`src/rtl/serial_compare_unit_if.sv`:
```
// serial_compare_unit_if
// Request/response bundle for the multi-cycle magnitude comparator.
//   master : ALU-side requester (drives start/is_signed/a/b, sees results)
//   slave  : comparator side (serial_compare_unit)
// Signals:
//   start     request strobe, honoured only while the comparator is not busy
//   is_signed 1 = two's-complement compare, 0 = unsigned
//   a, b      operands
//   busy      compare in progress
//   done      one-cycle completion pulse
//   result    set-less-than word {0..., lt}
//   lt/eq/gt  one-hot comparison flags (all zero only after reset)
interface serial_compare_unit_if #(
    parameter int WIDTH = 32
);
    logic             start;
    logic             is_signed;
    logic [WIDTH-1:0] a;
    logic [WIDTH-1:0] b;
    logic             busy;
    logic             done;
    logic [WIDTH-1:0] result;
    logic             lt;
    logic             eq;
    logic             gt;

    modport master (
        output start, is_signed, a, b,
        input  busy, done, result, lt, eq, gt
    );

    modport slave (
        input  start, is_signed, a, b,
        output busy, done, result, lt, eq, gt
    );
endinterface

```
`src/rtl/serial_compare_unit.sv`:
```
// serial_compare_unit
// Multi-cycle magnitude comparator. A start pulse latches a/b (signedness is
// folded in by flipping the operand MSBs), then the operands are scanned
// MSB-first DIGIT bits per cycle with a sticky lt/gt decision. On the last
// slice the flags and the set-less-than word are registered and done pulses.
// Ports:
//   clk   rising-edge clock
//   reset asynchronous, active-high reset
//   bus   serial_compare_unit_if.slave request/response bundle
// Parameters:
//   WIDTH operand width, DIGIT bits compared per cycle (must divide WIDTH)
// Optional feature:
//   SERIAL_CMP_EARLY_EXIT_EN - when defined, the scan stops on the first
//   differing slice; results and handshake are unchanged, only latency.
module serial_compare_unit #(
    parameter int WIDTH = 32,
    parameter int DIGIT = 1
) (
    input  logic                  clk,
    input  logic                  reset,
    serial_compare_unit_if.slave  bus
);
    localparam int N  = WIDTH / DIGIT;
    localparam int CW = (N > 1) ? $clog2(N) : 1;
    localparam logic [WIDTH-1:0] MSB_MASK = WIDTH'(1) << (WIDTH - 1);

    generate
        if (WIDTH % DIGIT != 0) begin : g_bad_digit
            $error("serial_compare_unit: DIGIT must divide WIDTH");
        end
    endgenerate

    typedef enum logic [1:0] {IDLE, RUN, DONE} state_t;

    state_t           state_q, state_d;
    logic [WIDTH-1:0] a_q, a_d, b_q, b_d;
    logic [CW-1:0]    cnt_q, cnt_d;
    logic             dlt_q, dlt_d, dgt_q, dgt_d;   // running decision
    logic             lt_q, lt_d, eq_q, eq_d, gt_q, gt_d;

    logic [DIGIT-1:0] slice_a, slice_b;
    logic             nxt_lt, nxt_gt, finish, latch;

    // Current slice always sits at the top of the operand registers; they
    // shift left by DIGIT each RUN cycle.
    always_comb begin
        slice_a = a_q[WIDTH-1 -: DIGIT];
        slice_b = b_q[WIDTH-1 -: DIGIT];
        nxt_lt  = dlt_q | (~dgt_q & (slice_a < slice_b));
        nxt_gt  = dgt_q | (~dlt_q & (slice_a > slice_b));
`ifdef SERIAL_CMP_EARLY_EXIT_EN
        finish  = (cnt_q == '0) | nxt_lt | nxt_gt;
`else
        finish  = (cnt_q == '0);
`endif
        // Accepted in IDLE and DONE, ignored while RUN (busy).
        latch   = (state_q != RUN) && bus.start;
    end

    // State register
    always_ff @(posedge clk or posedge reset) begin
        if (reset) state_q <= IDLE;
        else       state_q <= state_d;
    end

    // Next-state logic
    always_comb begin
        state_d = state_q;
        case (state_q)
            IDLE:    if (bus.start) state_d = RUN;
            RUN:     if (finish)    state_d = DONE;
            DONE:    state_d = bus.start ? RUN : IDLE;
            default: state_d = IDLE;
        endcase
    end

    // Output logic
    always_comb begin
        bus.busy   = (state_q == RUN);
        bus.done   = (state_q == DONE);
        bus.lt     = lt_q;
        bus.eq     = eq_q;
        bus.gt     = gt_q;
        bus.result = {{(WIDTH-1){1'b0}}, lt_q};
    end

    // Datapath next values
    always_comb begin
        a_d   = a_q;
        b_d   = b_q;
        cnt_d = cnt_q;
        dlt_d = dlt_q;
        dgt_d = dgt_q;
        lt_d  = lt_q;
        eq_d  = eq_q;
        gt_d  = gt_q;
        if (latch) begin
            // Flipping both MSBs maps two's-complement order onto unsigned order.
            a_d   = bus.a ^ (bus.is_signed ? MSB_MASK : '0);
            b_d   = bus.b ^ (bus.is_signed ? MSB_MASK : '0);
            cnt_d = CW'(N - 1);
            dlt_d = 1'b0;
            dgt_d = 1'b0;
        end else if (state_q == RUN) begin
            a_d   = a_q << DIGIT;
            b_d   = b_q << DIGIT;
            cnt_d = cnt_q - CW'(1);
            dlt_d = nxt_lt;
            dgt_d = nxt_gt;
            if (finish) begin
                lt_d = nxt_lt;
                gt_d = nxt_gt;
                eq_d = ~(nxt_lt | nxt_gt);
            end
        end
    end

    always_ff @(posedge clk or posedge reset) begin
        if (reset) begin
            a_q   <= '0;
            b_q   <= '0;
            cnt_q <= '0;
            dlt_q <= 1'b0;
            dgt_q <= 1'b0;
            lt_q  <= 1'b0;
            eq_q  <= 1'b0;
            gt_q  <= 1'b0;
        end else begin
            a_q   <= a_d;
            b_q   <= b_d;
            cnt_q <= cnt_d;
            dlt_q <= dlt_d;
            dgt_q <= dgt_d;
            lt_q  <= lt_d;
            eq_q  <= eq_d;
            gt_q  <= gt_d;
        end
    end
endmodule

```
`src/flat_wrapper.sv`:
```
// flat-port wrapper written by rule: the top's interface ports become plain ports
module serial_compare_unit_flat 
#(
    parameter int WIDTH = 32,
    parameter int DIGIT = 1
)
  (clk, reset, bus_start, bus_is_signed, bus_a, bus_b, bus_busy, bus_done, bus_result, bus_lt, bus_eq, bus_gt);
  serial_compare_unit_if #(.WIDTH(WIDTH)) bus_i ();
  input  logic clk;
  input  logic reset;
  input wire logic [$bits(bus_i.start)-1:0] bus_start;
  input wire logic [$bits(bus_i.is_signed)-1:0] bus_is_signed;
  input wire logic [$bits(bus_i.a)-1:0] bus_a;
  input wire logic [$bits(bus_i.b)-1:0] bus_b;
  output wire logic [$bits(bus_i.busy)-1:0] bus_busy;
  output wire logic [$bits(bus_i.done)-1:0] bus_done;
  output wire logic [$bits(bus_i.result)-1:0] bus_result;
  output wire logic [$bits(bus_i.lt)-1:0] bus_lt;
  output wire logic [$bits(bus_i.eq)-1:0] bus_eq;
  output wire logic [$bits(bus_i.gt)-1:0] bus_gt;
  assign bus_i.start = bus_start;
  assign bus_i.is_signed = bus_is_signed;
  assign bus_i.a = bus_a;
  assign bus_i.b = bus_b;
  assign bus_busy = bus_i.busy;
  assign bus_done = bus_i.done;
  assign bus_result = bus_i.result;
  assign bus_lt = bus_i.lt;
  assign bus_eq = bus_i.eq;
  assign bus_gt = bus_i.gt;
  serial_compare_unit #(.WIDTH(WIDTH), .DIGIT(DIGIT)) u_core (.clk(clk), .reset(reset), .bus(bus_i));
endmodule
```
`config.mk`:
```
export PLATFORM = sky130hd
export DESIGN_NAME = serial_compare_unit_flat
export DESIGN_NICKNAME = d
export VERILOG_FILES = /design/src/rtl/serial_compare_unit_if.sv /design/src/rtl/serial_compare_unit.sv /design/src/flat_wrapper.sv
export SDC_FILE = /design/constraint.sdc
export NUM_CORES = 1
export LEC_CHECK = 0
export CAP_MARGIN = 10
export CORE_UTILIZATION = 60
export DETAILED_ROUTE_END_ITERATION = 8
export DONT_BUFFER_PORTS = 1
export MAX_ROUTING_LAYER = met4
export PLACE_DENSITY = 0.8
export SLEW_MARGIN = 5
export SYNTH_ARGS = -nofsm -noshare
export SYNTH_HDL_FRONTEND = slang
export SYNTH_SLANG_ARGS = --single-unit
export TNS_END_PERCENT = 20
```
`constraint.sdc`:
```
create_clock -name clk -period 2.8 [get_ports clk]
set_input_delay 0.42 -clock clk [delete_from_list [all_inputs] [get_ports clk]]
set_output_delay 0.42 -clock clk [all_outputs]
set_load 0.02 [all_outputs]
```
* Word level (Yosys, flattened, before mapping) *
Cells that the tools add are included.

storage, ports and cells
  register bits = 76
  input bits = 68
  output and inout port bits = 37
  logic and storage cells = 49

cells by class
  $add $sub $neg = 1
  $lt $le $gt $ge = 2
  equal/unequal tests = 5
  mux-type cells = 15
  bitwise operators = 11
  reduce and logical (&&, ||, !) cells = 6

operator list
  operator                                                number
  two-way mux 32 bit                                      5
  bitwise XOR 32 bit                                      2
  two-way mux 5 bit                                       2
  case mux 2 bit (3 select lines)                         1
  logical NOT 5 bit                                       1
  two-way mux 1 bit                                       5
  subtractor 5 x 1 -> 5 bit (second input constant)       1
  two-way mux 2 bit                                       2
  inequality test 2 x 1 -> 1 bit (second input constant)  2
  inverter 1 bit                                          4
  OR 1 bit                                                3
  AND reduction 3 bit                                     1
  bitwise AND 1 bit                                       2
  equality test 2 x 1 -> 1 bit (second input constant)    1
  equality test 2 bit (second input constant)             1
  logical NOT 2 bit                                       1
  inequality test 2 bit (second input constant)           1
  AND reduction 2 bit                                     1
  nonzero test 2 bit                                      1
  > comparator 1 bit                                      1
  logical AND 1 bit                                       1
  < comparator 1 bit                                      1

* Logic depth before layout (Yosys ltp) *
  depth in word-level cells = 5
  depth in mapped cells = 6

* Least setup slack after synthesis *
OpenSTA, ideal clock, no wires.

  kind = flip-flop to flip-flop
  start = register u_core.cnt_q[0]
  end = register u_core.eq_q (netlist: u_core.bus.eq)
  library setup time = 0.125 ns
  arrival time = 1.644 ns
  required time = 2.675 ns
  slack = 1.031 ns
  stages on the path, launching flop included = 6
  buffers on the path = 0
  path through = dfrtp_1 inv_1 ha_1 or3b_4 or3_4 mux2_4

on the way
  cells in the longest elaborated chain, start to end = 2

RTL lines
  what                           RTL line                    source
  from (decl)                    serial_compare_unit.sv:37   logic [CW-1:0] cnt_q, cnt_d;
  from (signal assigned)         serial_compare_unit.sv:131  cnt_q <= cnt_d;
  logical NOT 5 bit              serial_compare_unit.sv:54   finish = (cnt_q == '0);
  AND reduction 3 bit (no line)  n/a
  to (signal assigned)           serial_compare_unit.sv:135  eq_q <= eq_d;
  to (decl)                      serial_compare_unit.sv:39   logic lt_q, lt_d, eq_q, eq_d, gt_q, gt_d;

No other way between the ends.
A chain may end at the register's enable or synchronous reset.

* Worst setup path after layout *
  start = register u_core.state_q[0]
  end = register u_core.b_q[13]

on the way
  cells in the longest elaborated chain, start to end = 3
  elaborated cells on any way between the ends = 5
  those cells by class = eq/ne (2); mux (1); reduce/logical (2)

RTL lines
  what                                                      RTL line                    source
  from (decl)                                               serial_compare_unit.sv:35   state_t state_q, state_d;
  from (signal assigned)                                    serial_compare_unit.sv:63   else state_q <= state_d;
  inequality test 2 x 1 -> 1 bit                            serial_compare_unit.sv:57   latch = (state_q != RUN) && bus.start;
  logical AND 1 bit                                         serial_compare_unit.sv:57
  two-way mux 32 bit or nonzero test 2 bit (tied branches)  n/a
  to (signal assigned)                                      serial_compare_unit.sv:121  b_q <= '0;
  to (signal assigned)                                      serial_compare_unit.sv:130  b_q <= b_d;
  to (decl)                                                 serial_compare_unit.sv:36   logic [WIDTH-1:0] a_q, a_d, b_q, b_d;

Parallel ways exist; a longest one is shown, timed or not.

==> impl_results.html <==
<table>
<tr><th>Metric</th><th>Value</th></tr>
<tr><th colspan="2">Finish</th></tr>
<tr><td>Multi-input gate area</td><td>1558 um^2</td></tr>
<tr><td>Fraction of layout instances using a drive strength above 1</td><td>0.06354</td></tr>
<tr><td>Post-layout utilization of the core</td><td>0.6460</td></tr>
<tr><td>Non-filler cells in the finished layout</td><td>437</td></tr>
<tr><td>Number of fillers in the final layout</td><td>494</td></tr>
<tr><td>Diodes inserted</td><td>0</td></tr>
<tr><td>Final design instance area without fill</td><td>slightly below 4000 um^2</td></tr>
<tr><td>Commonest non-fill, non-tap cell in the layout</td><td>sky130_fd_sc_hd__dfrtp_1</td></tr>
<tr><td>Register cell area after layout</td><td>between 1500 and 2000 um^2</td></tr>
<tr><td>Most used cells in the layout excluding fill and tap cells</td><td>sky130_fd_sc_hd__dfrtp_1, sky130_fd_sc_hd__o21ai_0, sky130_fd_sc_hd__mux2i_1</td></tr>
<tr><td>Number of nets at the end of the flow</td><td>426</td></tr>
<tr><td>Area growth from synthesis to layout</td><td>3.466%</td></tr>
<tr><th colspan="2">STA</th></tr>
<tr><td>Setup TNS</td><td>0 ns</td></tr>
<tr><td>Transition time of the tightest slew-check pin</td><td>between 0.6 and 0.7 ns</td></tr>
<tr><td>Clock skew</td><td>~0.0075 ns</td></tr>
<tr><td>Final number of hold-violating endpoints</td><td>0</td></tr>
<tr><td>Final critical path time including I/O delays and setup</td><td>2.157 ns</td></tr>
<tr><td>Final worst path period share</td><td>0.7703</td></tr>
<tr><td>Final Slew Violations</td><td>0</td></tr>
<tr><td>Worst-case headroom to the max-slew limit</td><td>0.5421</td></tr>
<tr><td>Hold Worst Slack</td><td>about 0.035 ns</td></tr>
<tr><td>Max Clk Rate</td><td>463.7 MHz</td></tr>
<tr><td>Unrepaired setup endpoints after global routing</td><td>false</td></tr>
<tr><td>Setup-failing EPs final</td><td>0</td></tr>
<tr><td>Worst setup margin</td><td>0.6433 ns</td></tr>
<tr><th colspan="2">Pwr</th></tr>
<tr><td>Max IR drop VDD</td><td>0.0004628 V</td></tr>
<tr><td>LEAKAGE</td><td>~1.9 nW</td></tr>
<tr><td>Overall Power</td><td>3.686 mW</td></tr>
<tr><td>Power density over cell area</td><td>between 900 and 1000 nW/um^2</td></tr>
<tr><th colspan="2">Die</th></tr>
<tr><td>Row Count</td><td>28</td></tr>
<tr><td>DIE HEIGHT</td><td>a little over 80 um</td></tr>
<tr><td>Top-Level Pins</td><td>105</td></tr>
<tr><td>Std-Cell Core Area</td><td>5956 um^2</td></tr>
<tr><td>Starting utilization of the core area</td><td>0.6244</td></tr>
<tr><td>Die Area</td><td>between 6000 and 7000 um^2</td></tr>
<tr><td>Width of the chip</td><td>between 80 and 90 um</td></tr>
<tr><th colspan="2">Global routing</th></tr>
<tr><td>Largest net degree at the start of global routing</td><td>77</td></tr>
<tr><td>Global-route wire length before repair</td><td>roughly 10000 um</td></tr>
<tr><td>Initial antenna violation count</td><td>0</td></tr>
<tr><td>Vias in the first global route</td><td>2178</td></tr>
<tr><td>Global-route congestion overflow total</td><td>0</td></tr>
<tr><td>Global-route usage over all layers</td><td>0.2071</td></tr>
<tr><th colspan="2">Place</th></tr>
<tr><td>Post-detailed-placement cell area</td><td>roughly 3600 um^2</td></tr>
<tr><td>Post-placement cell count</td><td>421</td></tr>
<tr><td>Final GP Congestion</td><td>between 0.7 and 0.8</td></tr>
<tr><td>Post-DP HPWL</td><td>4121 um</td></tr>
<tr><td>Number of buffers added on ports</td><td>0</td></tr>
<tr><td>Worst setup slack after placement</td><td>0.6515 ns</td></tr>
<tr><th colspan="2">Drt</th></tr>
<tr><td>Aggregate routed wire length</td><td>around 6200 um</td></tr>
<tr><td>Via Count</td><td>between 2000 and 2500</td></tr>
<tr><td>DR pass1 iterations</td><td>4</td></tr>
<tr><td>DRC errors left</td><td>0</td></tr>
<tr><td>Number of routed nets with antenna violations</td><td>0</td></tr>
<tr><td>Wire length per cell</td><td>~14 um</td></tr>
<tr><td>First-iteration detailed-routing DRC count</td><td>around 110</td></tr>
<tr><td>DR vias/cell</td><td>5.407</td></tr>
<tr><th colspan="2">Clock network</th></tr>
<tr><td>Clock net sink count</td><td>76</td></tr>
<tr><td>Clock tree from TritonCTS</td><td>yes</td></tr>
<tr><td>Post-cts hold buffer count</td><td>0</td></tr>
<tr><td>Later-pin clock latency in the skew report</td><td>0.33 ns</td></tr>
<tr><td>Clock transition at the registers of the reported paths</td><td>0.08 ns</td></tr>
<tr><td>H-tree lvl count</td><td>3</td></tr>
<tr><td>Clock tree root buffer cell</td><td>sky130_fd_sc_hd__clkbuf_8</td></tr>
<tr><td>Post-CTS Setup Repair Bufs</td><td>0</td></tr>
<tr><td>Bufs on Longest Clock Path</td><td>2</td></tr>
<tr><td>Number of instances resized during post-cts repair</td><td>0</td></tr>
<tr><td>Clock buffers created by TritonCTS</td><td>9</td></tr>
<tr><th colspan="2">Yosys</th></tr>
<tr><td>Synth top area share</td><td>0.5114</td></tr>
<tr><td>Portion of the post-synthesis area used by sequential elements</td><td>0.5114</td></tr>
<tr><td>Synthesized instance count</td><td>~370</td></tr>
<tr><td>Mean post-synth cell area</td><td>around 10 um^2</td></tr>
<tr><td>Distinct cells, synth</td><td>23</td></tr>
<tr><td>Syn. warnings</td><td>0</td></tr>
<tr><td>Cell type with the largest total area after synthesis</td><td>sky130_fd_sc_hd__dfrtp_1</td></tr>
<tr><td>Register bit total from synthesis</td><td>76</td></tr>
<tr><td>Leading cell types by total area after synthesis</td><td>sky130_fd_sc_hd__dfrtp_1, sky130_fd_sc_hd__mux2i_1, sky130_fd_sc_hd__o21ai_0</td></tr>
<tr><td>Synthesized cell area</td><td>3719 um^2</td></tr>
<tr><th colspan="2">Critical path</th></tr>
<tr><td>FF-to-FF Start</td><td>u_core.state_q[0]</td></tr>
<tr><td>Data required time at the worst endpoint</td><td>slightly above 3 ns</td></tr>
<tr><td>Endpoint of the worst register-to-register path</td><td>u_core.b_q[13]</td></tr>
<tr><td>Delay of the slowest cell on the worst path</td><td>0.65 ns</td></tr>
<tr><td>Critical path's slowest cell</td><td>sky130_fd_sc_hd__clkinv_2</td></tr>
<tr><td>Path depth of the worst reg2reg path</td><td>4</td></tr>
<tr><td>Arrival time of data at the critical path endpoint</td><td>approximately 2.4 ns</td></tr>
<tr><td>Ordered list of cells on the worst path</td><td>nand2b_1, clkinv_2, buf_4, o21ai_0</td></tr>
<tr><td>Nature of the critical path startpoint</td><td>flip-flop</td></tr>
<tr><td>Sort of element at the end of the critical path</td><td>flip-flop</td></tr>
<tr><td>Reg-to-reg slack, setup</td><td>0.64 ns</td></tr>
<tr><td>Class of the most critical setup path</td><td>reg2reg</td></tr>
<tr><td>Critical Path Fanout Max</td><td>55</td></tr>
<tr><th colspan="2">Worst hold path</th></tr>
<tr><td>Type of the most critical hold path</td><td>in2async</td></tr>
<tr><th colspan="2">Run status</th></tr>
<tr><td>Status</td><td>completed</td></tr>
<tr><th colspan="2">Flow run</th></tr>
<tr><td>Number of max-capacitance violations reported</td><td>0</td></tr>
</table>
[flip-flops by register name, indices dropped and copies added (netlist names)]
signal	flops
u_core.cnt_q	5
u_core.dgt_q	1
u_core.state_q	2
u_core.dlt_q	1
u_core.bus.lt	1
u_core.a_q	32
u_core.bus.gt	1
u_core.b_q	32
u_core.bus.eq	1
[where the power goes]
part	leakage [nW]	switching, mW	internal, mW	total, mW
Sequential	0.967	0.299	1.55	1.85
Combinational	0.829	0.551	0.379	0.929
Clock	0.107	0.381	0.526	0.907
[per-layer routing]
metal	up-vias	global-route usage	wire (um)
met3	9	0.04091	275
met5	-	-	0
li1	1164	-	-
met4	0	0.07500	95
met1	1113	0.2427	2734
met2	77	0.3534	3139
[worst max-delay path, delay by kind of cell (launching register included)]
| kind | cells | cell delay, ns |
|---|---|---|
| simple gates | 1 | 0.30 |
| compound gates | 1 | 0.24 |
| buf+inv | 2 | 1.11 |
| flops | 1 | 0.40 |
[area by class of cell]
cell class | count | area share
clock buffers | 12 | 0.03772
clock inverters | 4 | 0.01886
inverters | 7 | 0.007480
multi-input cells | 260 | 0.4049
flip-flops and latches | 76 | 0.4943
well taps | 75 | 0.02439
repair buffers | 3 | 0.01236
[cell families after synthesis]
logic type      count (synthesis)  synth area share
mux                            65            0.1763
fa+ha+maj                       1          0.003364
simple gates                   79           0.08816
buf+inv                        62           0.09993
other cells                     1          0.001008
compound gates                 80            0.1104
xor+xnor                        4          0.009423
flops                          76            0.5114
[cell usage after synthesis]
| library cell | number |
|---|---|
| sky130_fd_sc_hd__o31ai_1 | 4 |
| sky130_fd_sc_hd__nor3b_1 | 1 |
| sky130_fd_sc_hd__buf_2 | 15 |
| sky130_fd_sc_hd__nor3_1 | 3 |
| sky130_fd_sc_hd__or3_4 | 1 |
| sky130_fd_sc_hd__clkbuf_1 | 8 |
| sky130_fd_sc_hd__nor2_1 | 8 |
| sky130_fd_sc_hd__dfrtp_1 | 76 |
| sky130_fd_sc_hd__mux2i_1 | 64 |
| sky130_fd_sc_hd__xnor2_1 | 1 |
| sky130_fd_sc_hd__ha_1 | 1 |
| sky130_fd_sc_hd__o21ai_0 | 70 |
| sky130_fd_sc_hd__and2_2 | 1 |
| sky130_fd_sc_hd__mux2_4 | 1 |
| sky130_fd_sc_hd__buf_4 | 32 |
| sky130_fd_sc_hd__conb_1 | 1 |
| sky130_fd_sc_hd__a21oi_1 | 6 |
| sky130_fd_sc_hd__inv_1 | 7 |
| sky130_fd_sc_hd__xor2_1 | 3 |
| sky130_fd_sc_hd__nand2_1 | 62 |
| sky130_fd_sc_hd__or3b_4 | 1 |
| sky130_fd_sc_hd__nand2b_1 | 1 |
| sky130_fd_sc_hd__nor2b_1 | 1 |
[worst max path at each step]
stage,startpoint,endpoint,slack [ns],cells after the start
after floorplan,reset,u_core.a_q[0],0.44,1
after global placement,u_core.state_q[0],u_core.dlt_q,0.73,5
after detailed placement,u_core.state_q[0],u_core.b_q[13],0.65,4
after CTS,u_core.state_q[0],u_core.b_q[13],0.61,4
after global routing,u_core.state_q[0],u_core.b_q[13],0.38,4
final,u_core.state_q[0],u_core.b_q[13],0.64,4
Power figures use the tool's default switching activity.
